$ cat src/rtl/evt_update_sched.sv
// Event-triggered update scheduler: up to four requesters post values into slots,
// and an event drains the snapped slots round-robin into a shared register.
module evt_update_sched #(
  parameter int WIDTH = 4,
  parameter int NREQ  = 4
) (
  input  logic                  clk,
  input  logic                  reset,
  input  logic [NREQ-1:0]       req,
  input  logic [NREQ*WIDTH-1:0] req_data,
  input  logic                  ev,
  output logic [WIDTH-1:0]      value,
  output logic                  commit,
  output logic [1:0]            commit_id,
  output logic [NREQ-1:0]       pend,
  output logic [1:0]            state
);

  typedef enum logic [1:0] {
    S_IDLE  = 2'b00,
    S_ARMED = 2'b01,
    S_DRAIN = 2'b10,
    S_BAD   = 2'b11
  } state_t;

  state_t            state_q, state_d;
  logic [NREQ-1:0]   pend_q, pend_d;
  logic [NREQ-1:0]   snap_q, snap_d;
  logic [1:0]        ptr_q, ptr_d;
  logic              ev_held_q, ev_held_d;
  logic [WIDTH-1:0]  value_q, value_d;
  logic              commit_q, commit_d;
  logic [1:0]        commit_id_q, commit_id_d;
  logic [WIDTH-1:0]  slot_q [NREQ];
  logic [WIDTH-1:0]  slot_d [NREQ];

  logic [NREQ-1:0]   cap;
  logic [NREQ-1:0]   grant_oh;
  logic [NREQ-1:0]   rest;
  logic [1:0]        grant_idx;
  logic [1:0]        scan_idx;
  logic              grant_found;
  logic              do_commit;

  // Rotating priority search over the snapshot, starting at the pointer.
  always_comb begin
    grant_found = 1'b0;
    grant_idx   = 2'd0;
    scan_idx    = 2'd0;
    for (int k = 0; k < NREQ; k++) begin
      scan_idx = ptr_q + 2'(k);
      if (!grant_found && snap_q[scan_idx]) begin
        grant_found = 1'b1;
        grant_idx   = scan_idx;
      end
    end
    do_commit = (state_q == S_DRAIN) && grant_found;
    grant_oh  = do_commit ? ({{(NREQ-1){1'b0}}, 1'b1} << grant_idx) : '0;
  end

  always_comb begin
    state_d     = state_q;
    snap_d      = snap_q;
    ptr_d       = ptr_q;
    ev_held_d   = ev_held_q;
    value_d     = value_q;
    commit_d    = 1'b0;
    commit_id_d = commit_id_q;
    cap         = req & ~pend_q;
    rest        = pend_q & ~grant_oh;
    pend_d      = rest | cap;
    for (int i = 0; i < NREQ; i++) begin
      slot_d[i] = slot_q[i];
      if (cap[i]) slot_d[i] = req_data[i*WIDTH +: WIDTH];
    end

    case (state_q)
      S_IDLE: begin
        if (|cap) state_d = S_ARMED;
      end
      S_ARMED: begin
        if (ev) begin
          state_d = S_DRAIN;
          snap_d  = pend_q;
        end
      end
      S_DRAIN: begin
        if (ev) ev_held_d = 1'b1;
        if (do_commit) begin
          value_d     = slot_q[grant_idx];
          commit_d    = 1'b1;
          commit_id_d = grant_idx;
          snap_d      = snap_q & ~grant_oh;
          ptr_d       = grant_idx + 2'd1;
        end
        // Last snapped slot done: an event seen during the drain re-snaps the leftovers.
        if (snap_d == '0) begin
          ev_held_d = 1'b0;
          if ((ev_held_q || ev) && (|rest)) begin
            state_d = S_DRAIN;
            snap_d  = rest;
          end else if (|pend_d) begin
            state_d = S_ARMED;
          end else begin
            state_d = S_IDLE;
          end
        end
      end
      default: begin
        state_d   = S_IDLE;
        pend_d    = '0;
        snap_d    = '0;
        ev_held_d = 1'b0;
      end
    endcase
  end

  always_ff @(posedge clk or posedge reset) begin
    if (reset) begin
      state_q     <= S_IDLE;
      pend_q      <= '0;
      snap_q      <= '0;
      ptr_q       <= 2'd0;
      ev_held_q   <= 1'b0;
      value_q     <= '0;
      commit_q    <= 1'b0;
      commit_id_q <= 2'd0;
      for (int i = 0; i < NREQ; i++) slot_q[i] <= '0;
    end else begin
      state_q     <= state_d;
      pend_q      <= pend_d;
      snap_q      <= snap_d;
      ptr_q       <= ptr_d;
      ev_held_q   <= ev_held_d;
      value_q     <= value_d;
      commit_q    <= commit_d;
      commit_id_q <= commit_id_d;
      for (int i = 0; i < NREQ; i++) slot_q[i] <= slot_d[i];
    end
  end

  assign value     = value_q;
  assign commit    = commit_q;
  assign commit_id = commit_id_q;
  assign pend      = pend_q;
  assign state     = state_q;

endmodule
$ cat config.mk
export PLATFORM = sky130hd
export DESIGN_NAME = evt_update_sched
export DESIGN_NICKNAME = d
export VERILOG_FILES = /design/src/rtl/evt_update_sched.sv
export SDC_FILE = /design/constraint.sdc
export NUM_CORES = 1
export LEC_CHECK = 0
export ABC_CLOCK_PERIOD_IN_PS = 3800
export BUFFER_PORTS_ARGS = -buffer_cell sky130_fd_sc_hd__buf_2
export CELL_PAD_IN_SITES_DETAIL_PLACEMENT = 1
export CELL_PAD_IN_SITES_GLOBAL_PLACEMENT = 1
export CORE_MARGIN = 3
export CORE_UTILIZATION = 46
export DETAILED_ROUTE_END_ITERATION = 8
export GPL_TIMING_DRIVEN = 1
export PLACE_DENSITY = 0.88
export SYNTH_ARGS = -nofsm -noshare
export SYNTH_HDL_FRONTEND = slang
export SYNTH_SLANG_ARGS = --single-unit
$ cat constraint.sdc
create_clock -name clk -period 3.8 [get_ports clk]
set_input_delay 0.19 -clock clk [delete_from_list [all_inputs] [get_ports clk]]
set_output_delay 0.19 -clock clk [all_outputs]
set_load 0.02 [all_outputs]
==> results.ini <==
[setup_path]
reg2reg_slack_ns=1.29
cp-end-kind=flip-flop
rr_worst_depth=7
slowest_stage=dfrtp_1
max_stage_delay_ns=0.57
r2r_end=state[0]
crit_chain=inv_1 > a221oi_2 > nand3_1 > nor4_2 > o21bai_4 > o2111ai_1 > o2bb2ai_1
critPathKind=flip-flop to flip-flop
rr_startpoint=snap_q[2]
crit_fanout=11
cp-start-kind=flip-flop
required_ns=4.00
crit_arrival_ns=2.70

[synth]
syn_inst=217
async_reset_ff_frac=1.00
synth-seq-cells=36
syn-num-nets=244
avgSynthCellArea_sq_um=9.69
synth_warnings=0
synth_edf_count=0
synth_area_sq_mm=0.00210
yosysSeqAreaShare=0.428
synth.distinct_cells=48
ys.flop_type=dfrtp_1

[placed_design]
routabilityCongestion=0.818
portBuffers=35
dp_slack_ns=1.34
place_hpwl_mm=4.24

[floorplanning]
initial_core_util=0.501
fp.dieW_um=73.6
die_h_um=73.6
rows=23
ios=36
core_sq_mm=0.00420
dieArea_sq_mm=0.00542

[clocking]
cts_tree=done
clkTransAtPathRegs_ns=0.07
cts_num_sinks=36
cts-root-buf=clkbuf_8
hold_buffers=0
clk_latency_ns=0.28
cts_setup_buffers=0
cts_made_buffers=5
cts_resized=0
htreeDepth=2
clock_path_buffers=2

[timing]
fin_crit_ns=2.51
worst_pin_slew_ns=0.700
skew_ns=0.00262
hold_slack_ns=0.0121
report.final.slew_viol_count=0
finalSetupTns_ns=0
fmax_ghz=0.399
rsz0062_at_grt=false
period_share=0.659
finalSetupViolCount=0
layout_setup_ws_ns=1.29
hold_viol_final=0
max-slew-margin-rel=0.533

[global_routing]
grt_max_degree=37
overflow=0
track_usage=0.229
grt_first_pass_wirelength_mm=9.40
grt_pass1_vias=1823
antenna_found_initial=0

[drt]
route.detailed.drc=0
routedWlPerCell_um=18.6
drtIter0Drc=142
routed_via_density=5.86
num_vias=1771
ant_nets=0
postRouteWirelength_mm=5.63
dr.pass1.iters=4

[final_layout]
nets=278
layout_common_cells=36 x dfrtp_1, 35 x nand2_1, 35 x buf_2
diodes=0
fillCellCount=481
syn_to_final_growth_pct=14.2
final_layout_size_suffix_gt1_frac=0.298
final_common_cell=dfrtp_1

[power]
switchingPower_w=0.000953
comb_power_share=0.494
cellPowerDensity_mw_per_mm2=887
p_int_w=0.00118
total_power_w=0.00213
pwr-share-clk=0.154
p_leak_nw=1.08
ir_drop_mv=0.445
seqPwrFrac=0.353
switching_share=0.447

[run]
maxCapViolations=0

[status]
outcome=finished clean

[hold_path]
hp-class=input pin to async pin

cell families (layout without fill, tap and decap cells):
| kind of cell | count (synthesis) | count (layout) | synth area share |
|---|---|---|---|
| flops | 36 | 36 | 0.428 |
| compound gates | 51 | 51 | 0.188 |
| simple gates | 84 | 84 | 0.207 |
| buf+inv | 23 | 58 | 0.0523 |
| fa+ha+maj | 4 | 4 | 0.0238 |
| mux | 19 | 19 | 0.101 |
cell type report:
type                    instances  area [sq um]  area share
clock buffers                   6          72.6      0.0302
clock inverters                 2          35.0      0.0146
inverters                      13          48.8      0.0203
multi-input cells             158          1090       0.455
flip-flops and latches         36           901       0.375
well taps                      50          62.6      0.0260
repair buffers                 37           190      0.0792
sequential cells by signal (all words and copies together) (netlist names):
register	cells
value	4
snap_q	4
ev_held_q	1
state	2
commit_id	2
commit	1
slot_q	16
pend	4
ptr_q	2
cell usage after synthesis, drive strengths merged (3+ instances only):
cell    instances  share of area
dfrtp          36           0.43
nand2          35          0.062
mux2           17          0.091
o21ai          14          0.033
inv            13          0.023
a21oi          12          0.029
nor2           12          0.025
nand3          10          0.024
a211oi          5          0.018
buf             5          0.020
clkbuf          5         0.0089
nand2b          5          0.015
ha              4          0.024
nor2b           4          0.012
nor3            4         0.0095
nand3b          3          0.017
worst max-delay path, delay by kind of cell, from the launching register on:
kind | cells | cell delay, ns
compound gates | 4 | 0.86
buf+inv | 1 | 0.17
flops | 1 | 0.57
simple gates | 2 | 0.83
metal layers:
layer	routed length, um	global-route usage	share of wire
met1	2510	0.316	0.45
met2	2750	0.358	0.49
met3	254	0.0492	0.045
met4	121	0.0724	0.021
met5	0	0	0
power groups by stage:
stage / clock [W] / sequential, W / combinational [W]
3_5_place_dp: 0 / 0.000751 / 0.00105
6_report: 0.000328 / 0.000752 / 0.00105
2_1_floorplan: 0 / 0.000740 / 0.000771
4_1_cts: 0.000336 / 0.000747 / 0.00106
5_1_grt: 0.000351 / 0.000775 / 0.00117
3_3_place_gp: 0 / 0.000746 / 0.000998
through the flow:
step | area, sq um | util | cells
after detailed placement | 2290 | 0.546 | 294
after global routing | 2400 | 0.572 | 302
final | 2400 | 0.572 | 302
after floorplan | 2100 | - | 217
after CTS | 2400 | 0.572 | 302
after global placement | 2290 | 0.546 | 294
worst max path at each step:
stage / startpoint / end / slack, ns / cells past startpoint
after floorplan: state[0] / state[1] / 1.49 / 9
after global placement: state[0] / state[1] / 1.46 / 9
after detailed placement: snap_q[1] / state[0] / 1.34 / 7
final: snap_q[2] / state[0] / 1.29 / 7
after CTS: snap_q[1] / state[0] / 1.27 / 7
after global routing: snap_q[1] / state[0] / 1.08 / 7
Power figures use the tool's default switching activity.
